<file path="src/rtl/pipeline_ctrl_pkg.sv">
`default_nettype none
// +--------------------------------------------------------------------+
// | pipeline_ctrl_pkg: shared core constants, state encoding, hazards  |
// | Revision: 1.0                                                      |
// +--------------------------------------------------------------------+
package pipeline_ctrl_pkg;

  typedef logic [1:0] state_t;

  localparam logic [1:0] c_st_run        = 2'd0;
  localparam logic [1:0] c_st_mem_wait   = 2'd1;
  localparam logic [1:0] c_st_redir_wait = 2'd2;

  // addi x0, x0, 0 is the canonical NOP loaded on flush or bubble
  localparam logic [31:0] c_nop_instr = 32'h0000_0013;
  localparam logic [4:0]  c_reg_zero  = 5'd0;

  function automatic logic load_use_hazard(
    input logic       mem_rd,
    input logic       reg_we,
    input logic [4:0] rd,
    input logic [4:0] rs1,
    input logic [4:0] rs2,
    input logic       rs1_used,
    input logic       rs2_used
  );
    return mem_rd & reg_we & (rd != c_reg_zero) &
           ((rs1_used & (rs1 == rd)) | (rs2_used & (rs2 == rd)));
  endfunction

endpackage
`default_nettype wire

</file>
<file path="src/rtl/pipeline_ctrl_perf_counter.sv">
`default_nettype none
// +--------------------------------------------------------------------+
// | perf_counter: wrapping event counter with async active-low clear   |
// | Revision: 1.0                                                      |
// +--------------------------------------------------------------------+
module perf_counter #(
  parameter int WIDTH = 32
) (
  input  logic             clk,
  input  logic             rst,
  input  logic             i_en,
  output logic [WIDTH-1:0] o_cnt
);

  logic [WIDTH-1:0] cnt_q;
  logic [WIDTH-1:0] cnt_d;

  always_comb begin
    cnt_d = cnt_q;
    if (i_en) begin
      cnt_d = cnt_q + WIDTH'(1);
    end
  end

  always_ff @(posedge clk or negedge rst) begin
    if (!rst) begin
      cnt_q <= '0;
    end else begin
      cnt_q <= cnt_d;
    end
  end

  assign o_cnt = cnt_q;

endmodule
`default_nettype wire

</file>
<file path="src/rtl/pipeline_ctrl.sv">
`default_nettype none
// +--------------------------------------------------------------------+
// | pipeline_ctrl: stall/flush/bubble control and perf counters        |
// | Revision: 1.0                                                      |
// +--------------------------------------------------------------------+
module pipeline_ctrl
  import pipeline_ctrl_pkg::*;
#(
  parameter int CNT_WIDTH = 32
) (
  input  logic                 clk,
  input  logic                 rst,
  input  logic [4:0]           rs1_addr_id,
  input  logic [4:0]           rs2_addr_id,
  input  logic                 rs1_used_id,
  input  logic                 rs2_used_id,
  input  logic [4:0]           rd_addr_ex,
  input  logic                 reg_we_ex,
  input  logic                 mem_rd_ex,
  input  logic                 redirect_ex,
  input  logic                 dmem_req_mem,
  input  logic                 dmem_ready,
  input  logic                 imem_ready,
  output logic                 stall_if,
  output logic                 stall_id,
  output logic                 stall_ex,
  output logic                 flush_id,
  output logic                 bubble_ex,
  output logic                 bubble_wb,
  output logic                 redirect_sel,
  output logic [CNT_WIDTH-1:0] stall_cnt,
  output logic [CNT_WIDTH-1:0] flush_cnt
);

  state_t state_q;
  state_t state_d;
  logic   w_mem_stall;
  logic   w_load_use;
  logic   w_stall_any;
  logic   w_redirect_accept;

  assign w_mem_stall = dmem_req_mem & ~dmem_ready;
  assign w_load_use  = load_use_hazard(mem_rd_ex, reg_we_ex, rd_addr_ex,
                                       rs1_addr_id, rs2_addr_id,
                                       rs1_used_id, rs2_used_id);

  always_comb begin
    state_d           = state_q;
    stall_if          = 1'b0;
    stall_id          = 1'b0;
    stall_ex          = 1'b0;
    flush_id          = 1'b0;
    bubble_ex         = 1'b0;
    bubble_wb         = 1'b0;
    redirect_sel      = 1'b0;
    w_redirect_accept = 1'b0;
    if (rst) begin
      if (w_mem_stall) begin
        stall_if  = 1'b1;
        stall_id  = 1'b1;
        stall_ex  = 1'b1;
        bubble_wb = 1'b1;
        state_d   = c_st_mem_wait;
      end else if (state_q == c_st_redir_wait) begin
        // Keep the PC on the redirect target until the fetch lands
        redirect_sel = 1'b1;
        flush_id     = 1'b1;
        if (imem_ready) begin
          state_d = c_st_run;
        end
      end else begin
        // Leaving MEM_WAIT is evaluated exactly like RUN
        state_d = c_st_run;
        if (redirect_ex) begin
          redirect_sel      = 1'b1;
          flush_id          = 1'b1;
          bubble_ex         = 1'b1;
          w_redirect_accept = 1'b1;
          if (!imem_ready) begin
            state_d = c_st_redir_wait;
          end
        end else begin
          if (w_load_use) begin
            stall_if  = 1'b1;
            stall_id  = 1'b1;
            bubble_ex = 1'b1;
          end
          if (!imem_ready) begin
            stall_if = 1'b1;
            flush_id = ~w_load_use;
          end
        end
      end
    end
  end

  always_ff @(posedge clk or negedge rst) begin
    if (!rst) begin
      state_q <= c_st_run;
    end else begin
      state_q <= state_d;
    end
  end

  assign w_stall_any = stall_if | stall_id | stall_ex;

  perf_counter #(
    .WIDTH (CNT_WIDTH)
  ) u_stall_cnt (
    .clk   (clk),
    .rst   (rst),
    .i_en  (w_stall_any),
    .o_cnt (stall_cnt)
  );

  perf_counter #(
    .WIDTH (CNT_WIDTH)
  ) u_flush_cnt (
    .clk   (clk),
    .rst   (rst),
    .i_en  (w_redirect_accept),
    .o_cnt (flush_cnt)
  );

endmodule
`default_nettype wire
</file>
<file path="config.mk">
export PLATFORM = sky130hd
export DESIGN_NAME = pipeline_ctrl
export DESIGN_NICKNAME = d
export VERILOG_FILES = /design/src/rtl/pipeline_ctrl_pkg.sv /design/src/rtl/pipeline_ctrl_perf_counter.sv /design/src/rtl/pipeline_ctrl.sv
export SDC_FILE = /design/constraint.sdc
export NUM_CORES = 1
export LEC_CHECK = 0
export BUFFER_PORTS_ARGS = -buffer_cell sky130_fd_sc_hd__buf_2
export CAP_MARGIN = 10
export CORE_ASPECT_RATIO = 1.2
export CORE_MARGIN = 2
export CORE_UTILIZATION = 40
export CTS_BUF_LIST = sky130_fd_sc_hd__clkbuf_4 sky130_fd_sc_hd__clkbuf_8
export CTS_CLUSTER_DIAMETER = 40
export CTS_CLUSTER_SIZE = 24
export DETAILED_ROUTE_END_ITERATION = 16
export HOLD_SLACK_MARGIN = 0.05
export SYNTH_ARGS = -nofsm -noshare
export SYNTH_HDL_FRONTEND = slang
export SYNTH_SLANG_ARGS = --single-unit
export TNS_END_PERCENT = 10
</file>
<file path="constraint.sdc">
create_clock -name clk -period 4.3 [get_ports clk]
set_input_delay 0.43 -clock clk [delete_from_list [all_inputs] [get_ports clk]]
set_output_delay 0.43 -clock clk [all_outputs]
set_load 0.05 [all_outputs]
</file>
* After elaboration in Yosys (flattened, before gate mapping)
Cells that the tools add are included.
** Word-level totals
- Bits of input ports :: 25
- Flip-flop bits (word level) :: 66
- Output and inout port bits :: 71
** Cells by class
- Add/subtract/negate cells :: 2
- Muxes and demuxes :: 33
- Bitwise gates (word level) :: 11
- Reduce and logical (&&, ||, !) cells :: 2
- Equal/unequal tests :: 4
** Operator list (count)
- $add A32 B1 Y32 const B :: 2
- $mux W1 :: 28
- $eq A5 B5 Y1 :: 2
- $mux W2 :: 5
- $and A1 B1 Y1 :: 6
- $reduce_bool A5 Y1 :: 1
- $ne A3 B3 Y1 const B :: 1
- $or A1 B1 Y1 :: 3
- $eq A2 B2 Y1 const B :: 1
- $not A1 Y1 :: 2
- $reduce_and A2 Y1 :: 1

* Longest topological paths before layout
Gate-level depths: netlist of the first run.
- Word-level depth :: 12
- Gate-level depth with buffers :: 7

* Cells and area by module
From an unflattened synthesis of the first run, not the netlist that was laid out.
** Second synthesis, totals
- Cells, all modules :: 287
- Area, all modules :: 3234.4 um^2
** Modules (own cells, without submodules)
- perf_counter :: cells an instance 123, times used 2, seq. area each 800.8 um^2, area each 1448.9 um^2
- pipeline_ctrl :: cells an instance 41, times used 1, seq. area each 50.0 um^2, area each 336.6 um^2

* Worst setup path before layout of the first run
Ideal clock, no wire load.
- Path type :: input port to output port
- Start point :: input port rd_addr_ex[0]
- End point :: output port bubble_ex
- Arrival :: 2.311 ns
- Setup slack :: 1.559 ns
- Stages on the path :: 5
- Required time :: 3.870 ns
- Buffers on the path :: 0
- Path through :: xnor2_1 nand4_1 o22ai_2 nand2_1 a211oi_1
** On the way
- Cells in the longest elaborated chain, start to end :: 9
** RTL lines
- from (decl) :: RTL line pipeline_ctrl.sv:17 : input logic [4:0] rd_addr_ex,
- $eq A5 B5 Y1 :: RTL line pipeline_ctrl_pkg.sv:28 : ((rs1_used & (rs1 == rd)) | (rs2_used & (rs2 == rd)));
- $and A1 B1 Y1 :: RTL line pipeline_ctrl_pkg.sv:28
- $or A1 B1 Y1 :: RTL line pipeline_ctrl_pkg.sv:28
- $and A1 B1 Y1 (*) :: RTL line pipeline_ctrl_pkg.sv:27 : return mem_rd & reg_we & (rd != c_reg_zero) &
- $mux W1 (*) :: RTL line pipeline_ctrl.sv:83 : if (w_load_use) begin
- $mux W1 (*) :: RTL line pipeline_ctrl.sv:74 : if (redirect_ex) begin
- $mux W1 (*) :: RTL line pipeline_ctrl.sv:64 : end else if (state_q == c_st_redir_wait) begin
- $mux W1 (*) :: RTL line pipeline_ctrl.sv:58 : if (w_mem_stall) begin
- $mux W1 (*) :: RTL line pipeline_ctrl.sv:57 : if (rst) begin
- to (decl) :: RTL line pipeline_ctrl.sv:28 : output logic bubble_ex,
Mark *: on every way between the ends. The rest lies on a longest branch, timed or not.

* Final worst setup path of the first run
- Start point :: input port rst
- End point :: output port stall_if
** On the way
- Cells in the longest elaborated chain, start to end :: 1
** RTL lines
- from (decl) :: RTL line pipeline_ctrl.sv:12 : input logic rst,
- $mux W1 :: RTL line pipeline_ctrl.sv:57
- to (decl) :: RTL line pipeline_ctrl.sv:24 : output logic stall_if,
No other way between the ends.

==> flow_metrics.env, run 1 <==
export IMPL_status="completed"
export IMPL_place_port_buffers=95
export IMPL_h_tree_depth=3
export IMPL_fin_tns_setup_ps=0
export IMPL_die_h_um=103
export IMPL_dp_cells=475
export IMPL_drive_above_1_share=0.315
export IMPL_drc=0
export IMPL_finalHoldViolations=0
export IMPL_ys_seq_area_frac=0.507
export IMPL_min_from="imem_ready"
export IMPL_start_util=0.406
export IMPL_grt_usage=0.169
export IMPL_die_w_um=86.4
export IMPL_antenna_found_initial=0
export IMPL_async_reset_ff_frac=1.00
export IMPL_dp_hpwl_um=4930
export IMPL_grt_busiest_layer="met2"
export IMPL_syn_num_nets=316
export IMPL_end_kind="output pin"
export IMPL_synth_avg_cell_area_um2=11.3
export IMPL_drt_pass1_iter_count=4
export IMPL_drtIter0Drc=57
export IMPL_wl_um=6800
export IMPL_cts_root_buffer="clkbuf_8"
export IMPL_die_area_um2=8880
export IMPL_final_util=0.509
export IMPL_fin_nets=419
export IMPL_fin_crit_sh=0.679
export IMPL_ant_nets=0
export IMPL_dp_slack_ps=1670
export IMPL_synthDistinctLibCells=42
export IMPL_fin_cells=492
export IMPL_grt_first_pass_wirelength_um=11700
export IMPL_worst_pin_slew_ps=719
export IMPL_rows=36
export IMPL_timing_max_cap_violations=0
export IMPL_ys_flop_type="dfrtp_1"
export IMPL_placeableCoreArea_um2=8020
export IMPL_crit_arrival_ps=2490
export IMPL_use_met3=0.0352
export IMPL_routedWlPerCell_um=13.8
export IMPL_path_max_fanout=18
export IMPL_grt_ovfl_total=0
export IMPL_synth_edf_count=0
export IMPL_ios=96
export IMPL_yosys_warnings=0
export IMPL_setup_worst_path_start="rst"
export IMPL_slew_violations=0
export IMPL_r2r_start="state_q[0]$_DFFE_PN0P_"
export IMPL_cp_required_ps=3870
export IMPL_clock_sinks=66
export IMPL_grt_max_degree=53
export IMPL_place_gp_congestion=0.756
export IMPL_max_slew_margin=0.521
export IMPL_start_kind="input port"
export IMPL_nFillCells=734
export IMPL_leakagePower_nw=2.19
export IMPL_fmax_mhz=342
export IMPL_clkLatencyLatePin_ps=340
export IMPL_crit_type="in2out"
export IMPL_hp_class="in2reg"
export IMPL_rsz0062_at_grt="no"
export IMPL_setup_ws_ps=1380
export IMPL_cts_tree="yes"
export IMPL_peakVddDrop_mv=0.333
export IMPL_p_per_area_nw_per_um2=437
export IMPL_final_setup_viol_count=0
export IMPL_post_drt_via_cell_ratio=5.05
export IMPL_fin_worst_skew_ps=8.79
export IMPL_cts_reportedPaths_clkPinSlew_ps=60
export IMPL_cts_resized=0
export IMPL_syn_inst=289
export IMPL_netlist_area_um2=3260
export IMPL_antenna_cells=0
export IMPL_cts_buffer_depth=2
export IMPL_grt_use_met1=0.213
export IMPL_use_met2=0.273
export IMPL_numCtsBuffers=9
export IMPL_grt_pass1_vias=2458
export IMPL_area_growth_pct=25.4
export IMPL_synth_seq_cells=66
export IMPL_vias=2485
export IMPL_fin_crit_ps=2920
-- repair_timing --
item                                    4_1_cts  5_1_grt
endpoints found under the setup margin        0        0
hold buffers                                  1        0
setup buffers                                 0        0
endpoints found under the hold margin        14        0
-- cell usage after synthesis (2+ instances only) --
| cell type | n | area, um^2 |
|---|---|---|
| a21oi_1 | 3 | 15.0 |
| and2_1 | 2 | 12.5 |
| and3_1 | 8 | 50.1 |
| and4_1 | 9 | 78.8 |
| buf_4 | 3 | 22.5 |
| dfrtp_1 | 66 | 1650 |
| ha_1 | 2 | 25.0 |
| inv_1 | 6 | 22.5 |
| nand2_1 | 22 | 82.6 |
| nand2b_1 | 3 | 18.8 |
| nand3_1 | 18 | 90.1 |
| nand3_2 | 2 | 20.0 |
| nand3b_1 | 2 | 15.0 |
| nand4_1 | 14 | 87.6 |
| nor2_1 | 15 | 56.3 |
| nor3_1 | 9 | 45.0 |
| nor3b_1 | 3 | 22.5 |
| nor4_1 | 2 | 12.5 |
| nor4_2 | 2 | 25.0 |
| nor4b_1 | 4 | 35.0 |
| or2b_1 | 2 | 15.0 |
| or3_1 | 2 | 12.5 |
| xnor2_1 | 39 | 342 |
| xor2_1 | 33 | 289 |
-- layout by cell type, fill, tap and decap left out, types with 2 or more instances in the layout --
| cell type | instances |
|---|---|
| nand3_1 | 18 |
| nand2b_1 | 3 |
| buf_2 | 95 |
| ha_1 | 2 |
| xnor2_1 | 39 |
| nor4_1 | 2 |
| bufinv_16 | 3 |
| nand3b_1 | 2 |
| clkbuf_8 | 10 |
| or3_1 | 2 |
| nand4_1 | 14 |
| nor4_2 | 2 |
| a21oi_1 | 3 |
| nor3b_1 | 3 |
| nand3_2 | 2 |
| nor2_1 | 15 |
| clkbuf_4 | 2 |
| nand2_1 | 22 |
| inv_1 | 6 |
| and2_1 | 2 |
| nor4b_1 | 4 |
| nor3_1 | 9 |
| xor2_1 | 33 |
| dfrtp_1 | 66 |
| and4_1 | 9 |
| and3_1 | 8 |
| or2b_1 | 2 |
-- kinds of logic (layout without fill, tap and decap cells) --
logic type,after synthesis,after routing,synth area share
adder cells (fa/ha/maj),2,2,0.00768
multiplexers,1,1,0.00346
XOR/XNOR,72,72,0.194
AND/OR/NAND/NOR,125,125,0.234
AO/OA/AOI/OAI,12,12,0.0361
buffers and inverters,11,119,0.0184
flip-flops,66,66,0.507
-- path summary, 6_finish.rpt --
kind                                                          end  slack (ps)  depth (start not counted)
worst max-delay path                                     stall_if        1380                          7
worst min-delay path                       state_q[1]$_DFFE_PN0P_         340                          2
worst max register to register  u_stall_cnt.o_cnt[23]$_DFFE_PN0P_        1970                          6
worst min register to register  u_flush_cnt.o_cnt[31]$_DFFE_PN0P_         470                          1
max in group asynchronous        u_flush_cnt.o_cnt[1]$_DFFE_PN0P_        2760                          3
min in group asynchronous       u_stall_cnt.o_cnt[14]$_DFFE_PN0P_         550                          2
-- per-layer routing --
metal	up-vias	wire (um)
li1	1214	-
met1	1195	3150
met2	64	3160
met3	12	342
met4	0	148
met5	-	0
-- worst max-delay path: stages --
cell	delay (ps)
dlygate4sd3_1	520
buf_2	360
inv_1	210
nor3_1	420
a21oi_1	200
inv_1	80
buf_2	260
-- registers in the layout, summed over array words and instances, names as in the netlist --
signal	cells
u_flush_cnt.o_cnt	32
u_stall_cnt.o_cnt	32
state_q	2
-- power by group --
group / internal (mW) / switching (mW) / total [mW]
Combinational: 0.105 / 0.290 / 0.396
Clock: 0.415 / 0.234 / 0.650
Sequential: 0.671 / 0.0687 / 0.740
-- layout make-up --
type                            count  area (um^2)  share of cell area
Clock buffer                       12          153              0.0374
Clock inverter                      4         98.8              0.0242
Inverter                            6         22.5             0.00552
Multi-Input combinational cell    212         1550               0.378
Sequential cell                    66         1650               0.405
Tap cell                           95          119              0.0291
Timing Repair Buffer               97          493               0.121
-- through the flow --
step	instance area [um^2]	power [mW]	hold WS, ps
global route	4080	1.87	339
finish	4080	1.79	341
CTS	4080	1.81	332
floorplan	3260	1.04	134
global placement	3820	1.15	376
detailed placement	3820	1.15	386
Power figures use the tool's default switching activity.
==> run 2, diff against run 1 <==
ABC_AREA = 1   (was not set)
clock period = 2.4 ns   (was 4.3 ns; I/O delays follow)
==> flow_metrics.env, run 2 <==
export IMPL_p_per_area_nw_per_um2=631
export IMPL_cts_reportedPaths_clkPinSlew_ps=80
export IMPL_start_kind="flip-flop"
export IMPL_synth_avg_cell_area_um2=6.86
export IMPL_wl_um=12500
export IMPL_ys_seq_area_frac=0.359
export IMPL_start_util=0.413
export IMPL_h_tree_depth=3
export IMPL_cp_required_ps=2160
export IMPL_post_drt_via_cell_ratio=4.97
export IMPL_max_slew_margin=0.419
export IMPL_fin_cells=924
export IMPL_final_cell_mix="262 x nand2_1, 95 x buf_2, 80 x nor2_1"
export IMPL_timing_max_cap_violations=0
export IMPL_layout_commonest_cell="nand2_1"
export IMPL_syn_num_nets=698
export IMPL_placeableCoreArea_um2=11100
export IMPL_numCtsBuffers=9
export IMPL_final_setup_viol_count=0
export IMPL_area_growth_pct=17.2
export IMPL_status="completed"
export IMPL_grt_max_degree=69
export IMPL_cts_setup_buffers=0
export IMPL_ys_top_cells_by_area="dfrtp_1 36%, nand2_1 21%, nor2_1 6.5%"
export IMPL_leakagePower_nw=2.88
export IMPL_slew_violations=0
export IMPL_clock_sinks=66
export IMPL_fin_tns_setup_ps=0
export IMPL_dp_hpwl_um=9350
export IMPL_finalHoldViolations=0
export IMPL_dp_cells=908
export IMPL_path_max_fanout=33
export IMPL_die_area_um2=12400
export IMPL_ant_nets=0
export IMPL_place_port_buffers=95
export IMPL_place_gp_congestion=0.890
export IMPL_vias=4591
export IMPL_nFillCells=1198
export IMPL_cts_resized=0
export IMPL_rsz0062_at_grt="no"
export IMPL_drive_above_1_share=0.204
export IMPL_synthDominantCellAreaShare=0.359
export IMPL_rows=42
export IMPL_drt_pass1_iter_count=4
export IMPL_async_reset_ff_frac=1.00
export IMPL_antenna_found_initial=0
export IMPL_grt_ovfl_total=0
export IMPL_cts_tree="yes"
export IMPL_ios=96
export IMPL_netlist_area_um2=4610
export IMPL_crit_type="reg2out"
export IMPL_antenna_cells=0
export IMPL_drc=0
export IMPL_end_kind="output pin"
export IMPL_crit_arrival_ps=1860
export IMPL_synthTopCellsByCount="262 x nand2_1, 80 x nor2_1, 66 x dfrtp_1"
export IMPL_synth_top_cell_by_area="dfrtp_1"
export IMPL_cts_buffer_depth=2
export IMPL_fin_crit_sh=0.876
export IMPL_grt_pass1_vias=4383
export IMPL_die_h_um=122
export IMPL_grt_first_pass_wirelength_um=20400
export IMPL_synth_most_common_cell="nand2_1"
export IMPL_syn_inst=671
export IMPL_drtIter0Drc=202
export IMPL_die_w_um=102
export IMPL_fin_crit_ps=2100
export IMPL_hp_class="in2async"
export IMPL_clkLatencyLatePin_ps=350
export IMPL_yosys_warnings=0
export IMPL_fmax_mhz=476
export IMPL_worst_pin_slew_ps=871
export IMPL_hold_buffers=0
export IMPL_peakVddDrop_mv=0.302
export IMPL_grt_usage=0.207
export IMPL_synth_seq_cells=66
export IMPL_routedWlPerCell_um=13.5
export IMPL_synthDistinctLibCells=33
export IMPL_fin_nets=792
export IMPL_cts_root_buffer="clkbuf_8"
export IMPL_ys_flop_type="dfrtp_1"
export IMPL_fin_worst_skew_ps=10.7
export IMPL_synth_edf_count=0
run 2: cell count changes after synthesis, moves of 9 or more:
cell,change
and4_1,-9
inv_1,+52
inv_2,+9
nand2_1,+240
nand4_1,+28
nor2_1,+65
o21ai_0,+10
xnor2_1,-26
run 2: cell families after synthesis:
logic type	count (synthesis)	synth area share
AO/OA/AOI/OAI	18	0.0212
XOR/XNOR	47	0.0894
adder cells (fa/ha/maj)	2	0.00543
buffers and inverters	83	0.0755
flip-flops	66	0.359
AND/OR/NAND/NOR	455	0.450
run 2: layout make-up:
class / count / area, um^2 / share of cell area
clock inverters: 2 / 10.0 / 0.00185
well taps: 154 / 193 / 0.0357
inverters: 67 / 251 / 0.0466
flip-flops and latches: 66 / 1650 / 0.306
clock buffers: 14 / 180 / 0.0334
repair buffers: 99 / 505 / 0.0936
multi-input cells: 522 / 2610 / 0.483
run 2: final timing paths:
path                                                  startpoint                           endpoint  slack, ps  cells past startpoint
worst max register to register  u_stall_cnt.o_cnt[0]$_DFFE_PN0P_  u_stall_cnt.o_cnt[26]$_DFFE_PN0P_        620                      9
worst min-delay path                                         rst   u_stall_cnt.o_cnt[9]$_DFFE_PN0P_        120                      2
worst min register to register  u_flush_cnt.o_cnt[9]$_DFFE_PN0P_   u_flush_cnt.o_cnt[9]$_DFFE_PN0P_        520                      1
min in group clk                                      imem_ready             state_q[1]$_DFFE_PN0P_        140                      2
worst max-delay path                      state_q[1]$_DFFE_PN0P_                           stall_if        300                      8
max in group asynchronous                                    rst  u_flush_cnt.o_cnt[20]$_DFFE_PN0P_       1710                      2
run 2: worst max-delay path: stages, from the launching register on:
cell and delay, ps:
dfrtp_1 370, inv_2 60, nor2_2 40, inv_2 60
nand2_1 40, nor2_1 140, nand2_1 130, nand3_4 320
buf_2 340
run 2: through the flow:
stage                     hold slack, ps  instance area (um^2)  setup WS, ps  utilization  power (mW)
after floorplan                    -55.6                  4610          41.9            -        2.22
after global placement               488                  5210           552        0.467        2.50
after detailed placement             498                  5210           538        0.467        2.52
after CTS                            125                  5400           268        0.485        3.44
after global routing                 139                  5400          98.9        0.485        3.59
final                                117                  5400           298        0.485        3.41
run 2: power breakdown:
part	switching, mW	internal (mW)
sequential	0.191	1.24
clock	0.437	0.480
combinational	0.810	0.248
total	1.44	1.97
run 2: layer usage:
| metal | wire [um] | global-route usage | vias up |
|---|---|---|---|
| li1 | - | - | 2304 |
| met1 | 5150 | 0.241 | 2133 |
| met2 | 6450 | 0.375 | 127 |
| met3 | 536 | 0.0304 | 27 |
| met4 | 362 | 0.0825 | 0 |
| met5 | 0 | 0 | - |
